### src/rtl/accel_tilt_filter.sv
// accel_tilt_filter: periodic sampling, block averaging, dead-zone and sign-extension of accelerometer X/Y.
// Optional clamp of the conditioned value to +/-SAT_LIMIT when TILT_SATURATE_EN is defined.
module accel_tilt_filter #(
    parameter int CLK_HZ    = 50_000_000,
    parameter int SAMPLE_HZ = 1_000,
    parameter int AVG_LOG2  = 3,
    parameter int DEADZONE  = 8,
    parameter int SAT_LIMIT = 200
) (
    input  logic        clock,
    input  logic        reset,
    input  logic [8:0]  raw_x_in,
    input  logic [8:0]  raw_y_in,
    output logic [31:0] tilt_x_out,
    output logic [31:0] tilt_y_out,
    output logic        tilt_valid
);
    localparam int DIV = CLK_HZ / SAMPLE_HZ;
    localparam int CW  = $clog2(DIV);
    localparam int BW  = AVG_LOG2 > 0 ? AVG_LOG2 : 1;
    localparam int AW  = 9 + AVG_LOG2;
`ifdef TILT_SATURATE_EN
    localparam bit SAT_EN = 1'b1;
`else
    localparam bit SAT_EN = 1'b0;
`endif
    logic [8:0]           rx_q, ry_q, zx_q, zx_d, zy_q, zy_d;
    logic [CW-1:0]        div_q, div_d;
    logic [BW-1:0]        blk_q, blk_d;
    logic signed [AW-1:0] ax_q, ax_d, ay_q, ay_d, sx, sy;
    logic                 vld_q, vld_d, tick, last;
    // Block average (floor), then dead-zone, then optional clamp.
    function automatic logic [8:0] cond(input logic signed [AW-1:0] sum);
        logic signed [8:0] avg;
        avg = 9'(sum >>> AVG_LOG2);
        cond = (avg >= -DEADZONE && avg <= DEADZONE) ? 9'd0 :
               (SAT_EN && avg > SAT_LIMIT)           ? 9'(SAT_LIMIT) :
               (SAT_EN && avg < -SAT_LIMIT)          ? 9'(-SAT_LIMIT) : avg;
    endfunction
    always_comb begin
        tick  = div_q == CW'(DIV - 1);
        last  = tick && (AVG_LOG2 == 0 || blk_q == BW'((1 << AVG_LOG2) - 1));
        sx    = ax_q + AW'($signed(rx_q));
        sy    = ay_q + AW'($signed(ry_q));
        div_d = tick ? '0 : div_q + 1'b1;
        blk_d = last ? '0 : tick ? blk_q + 1'b1 : blk_q;
        ax_d  = last ? '0 : tick ? sx : ax_q;
        ay_d  = last ? '0 : tick ? sy : ay_q;
        zx_d  = last ? cond(sx) : zx_q;
        zy_d  = last ? cond(sy) : zy_q;
        vld_d = last;
    end
    always_ff @(posedge clock or posedge reset) begin
        if (reset) begin
            rx_q  <= '0;
            ry_q  <= '0;
            div_q <= '0;
            blk_q <= '0;
            ax_q  <= '0;
            ay_q  <= '0;
            zx_q  <= '0;
            zy_q  <= '0;
            vld_q <= 1'b0;
        end else begin
            rx_q  <= raw_x_in;
            ry_q  <= raw_y_in;
            div_q <= div_d;
            blk_q <= blk_d;
            ax_q  <= ax_d;
            ay_q  <= ay_d;
            zx_q  <= zx_d;
            zy_q  <= zy_d;
            vld_q <= vld_d;
        end
    end
    assign tilt_x_out = {{23{zx_q[8]}}, zx_q};
    assign tilt_y_out = {{23{zy_q[8]}}, zy_q};
    assign tilt_valid = vld_q;
endmodule

### config.mk
export PLATFORM = sky130hd
export DESIGN_NAME = accel_tilt_filter
export DESIGN_NICKNAME = d
export VERILOG_FILES = /design/src/rtl/accel_tilt_filter.sv
export SDC_FILE = /design/constraint.sdc
export NUM_CORES = 1
export LEC_CHECK = 0
export BUFFER_PORTS_ARGS = -buffer_cell sky130_fd_sc_hd__buf_4
export CORE_UTILIZATION = 56
export DETAILED_ROUTE_END_ITERATION = 16
export PLACE_DENSITY = 0.88
export REMOVE_ABC_BUFFERS = 1
export SLEW_MARGIN = 20
export SYNTH_ARGS = -nofsm -noshare
export SYNTH_HDL_FRONTEND = slang
export SYNTH_SLANG_ARGS = --single-unit
### constraint.sdc
create_clock -name clock -period 2.9 [get_ports clock]
set_input_delay 0.58 -clock clock [delete_from_list [all_inputs] [get_ports clock]]
set_output_delay 0.58 -clock clock [all_outputs]
set_load 0.01 [all_outputs]
==> results_dict.tcl <==
set metrics [dict create \
    status "completed" \
    critPathBufInv 0 \
    dr.pass1.iters 4 \
    coreArea_um2 7850 \
    min_path_type "in2async" \
    fin_area_um2 5350 \
    final_layout_size_suffix_gt1_share_pct 29.1 \
    syn_inst 442 \
    rows 32 \
    grt_max_degree 37 \
    design_power_total_mw 2.20 \
    netlist_top_cells_area "dfrtp_1 (44%), buf_4 (7.5%), ha_1 (6.8%), nand2_1 (3.8%), a22o_1 (3.6%)" \
    finalCritPeriodShare_pct 97.7 \
    start_util_pct 58.5 \
    cp_top_family "compound AO/OA/AOI/OAI gates" \
    critPathMaxStageDelay_ns 0.48 \
    regArea_um2 2000 \
    yosys-top-cells-count "dfrtp_1 (80), buf_4 (46), nand2_1 (46), ha_1 (25), nor2_1 (25)" \
    layout.cells.non_filler 601 \
    cp-startpoint "rx_q[0]" \
    synth_edf_count 0 \
    io_buffers 84 \
    multiInputGateArea_um2 2250 \
    r2r-start "rx_q[0]" \
    chipHeight_um 92.6 \
    async_flop_share_pct 100 \
    grt_pass1_vias 3362 \
    cts.htree.levels 3 \
    slew_viol_final 0 \
    setup_viol 0 \
    grtUsageTotal_pct 23.7 \
    insertedDiodeCount 0 \
    crit_arrival_ns 3.13 \
    synth_seq_cells 80 \
    die_w_um 92.6 \
    netlist_area_um2 4590 \
    path_max_fanout 4 \
    antenna_left 0 \
    tns_ns 0 \
    finalHoldViolations 0 \
    cts.clk_slew.worst_paths_ns 0.08 \
    synth_most_common_cell "dfrtp_1" \
    clock_skew_ns 0.0102 \
    crit_chain "ha_1 > fa_2 > a211oi_4 > o21ai_0 > a211oi_1 > a2111oi_4 > a311o_2 > o31ai_4 > a22o_1" \
    ir_worst_vdd_v 0.000279 \
    wl_per_cell_um 16.1 \
    placedCellCount 583 \
    cts.sinks 80 \
    cp.required_ns 3.20 \
    fillCellCount 558 \
    via_per_inst 5.92 \
    tightest_slew_ns 0.632 \
    grt_first_pass_wirelength_um 15700 \
    crit_path_top_delay_cell "a211oi_1" \
    start_kind "register" \
    numCtsBuffers 9 \
    end_kind "register" \
    cts_tree "done" \
    drc 0 \
    yosysWarnings 0 \
    vias 3560 \
    power.leakage_nw 2.61 \
    place_area_um2 5050 \
    synth_top_cell_by_area "dfrtp_1" \
    power.density_nw_per_um2 412 \
    overflow 0 \
    wirelength_um 9710 \
    synth-seq-area-share_pct 43.6 \
    area_growth_pct 16.4 \
    gp_congestion 0.859 \
    antenna_found_initial 0 \
    die_area_um2 8570 \
    initialDrtViolationCount 189 \
    synth-main-ff-cell "dfrtp_1" \
    relSlewSlack_pct 57.8 \
    clock-root-buffer "clkbuf_8" \
    crit_type "reg2reg" \
    hold_buffers 0 \
    insertion_delay_ns 0.36 \
    syn_avg_cell_area_um2 10.4 \
    fin_crit_ns 2.83 \
    yosysTopAreaCellShare_pct 43.6 \
    hpwl_um 6830 \
    layout.nets 541 \
    ys_types 62 \
    max_freq_ghz 0.353 \
    max_cap_violations 0 \
    io_pins 85 \
    cts.path.max_buffers 2 \
]
-- layer usage --
| layer | track usage (%) | wire length [um] | vias to the layer above |
|---|---|---|---|
| met5 | 0 | 0 | - |
| met4 | 12.9 | 210 | 0 |
| met1 | 30.3 | 4130 | 1734 |
| met2 | 39.1 | 4790 | 142 |
| met3 | 3.20 | 582 | 22 |
| li1 | - | - | 1662 |
-- layout make-up --
| type | count | area share [%] |
|---|---|---|
| Clock buffer | 10 | 2.39 |
| Multi-Input combinational cell | 300 | 42.0 |
| Tap cell | 102 | 2.39 |
| Inverter | 7 | 0.515 |
| Clock inverter | 6 | 1.73 |
| Sequential cell | 80 | 37.5 |
| Timing Repair Buffer | 96 | 13.5 |
-- timing repair --
item                                   CTS  global route
setup endpoints to repair                0            15
resized for setup                        0            13
endpoints found under the hold margin    0             0
buffers inserted                         0             2
-- cell families after synthesis --
| logic type | count (synthesis) | share of synthesized area (%) |
|---|---|---|
| xor gates and xnor gates | 29 | 5.70 |
| adders and majority gates | 27 | 7.68 |
| AOI/OAI and AO/OA | 119 | 20.4 |
| DFF | 80 | 43.6 |
| and+or+nand+nor | 124 | 13.5 |
| muxes | 1 | 0.245 |
| buffers and inverters | 62 | 8.86 |
-- worst paths after layout --
path	cells after the start	slack, ns	end
setup / recovery	9	0.07	zx_q[2]
hold reg to reg	1	0.47	div_q[0]
hold / removal	2	0.27	ay_q[0]
setup reg to reg	9	0.07	zx_q[2]
max in group asynchronous	3	1.88	zx_q[2]
min in group clock	1	0.32	ry_q[0]
-- placed cells by master (no fill, tap or decap), types with 4 or more instances in the layout --
master	count
o21ai_1	9
or3_1	6
nand2_1	46
ha_1	24
nor2_1	25
o211ai_1	6
xnor2_1	14
and3_1	7
and2_1	4
a21o_1	4
a22o_1	19
o21ai_0	21
inv_1	6
buf_4	96
a21oi_1	12
dfrtp_1	80
nand3_1	12
a211oi_2	4
a32o_1	4
xor2_1	14
clkbuf_8	9
o31ai_1	7
-- power breakdown --
part | leakage (nW) | total [mW] | internal, mW | switching [mW]
clock network | 0.103 | 0.907 | 0.489 | 0.418
logic | 1.44 | 0.158 | 0.0661 | 0.0920
registers | 1.06 | 1.14 | 1.13 | 0.00800
total | 2.61 | 2.20 | 1.68 | 0.518
-- flip-flops by register name, summed over array words and instances (netlist names) --
register / cells
div_q: 16
zx_q: 9
zy_q: 9
rx_q: 9
ax_q: 12
blk_q: 3
ay_q: 12
tilt_valid: 1
ry_q: 9
-- worst reg2reg max path: cells and delay by family (launching register included) --
family / cells / cell delay, ns
AOI/OAI and AO/OA: 7 / 1.77
adders and majority gates: 2 / 0.63
DFF: 1 / 0.38
-- per-stage QoR --
stage,utilization (%),setup WS [ns],hold WS [ns]
floorplan,-,0.249,0.425
global placement,64.3,0.123,0.444
detailed placement,64.3,0.0321,0.457
CTS,67.1,0.0233,0.285
global route,68.1,-0.0228,0.302
finish,68.1,0.0671,0.269
Note: power is estimated with default switching activity, not from simulation.
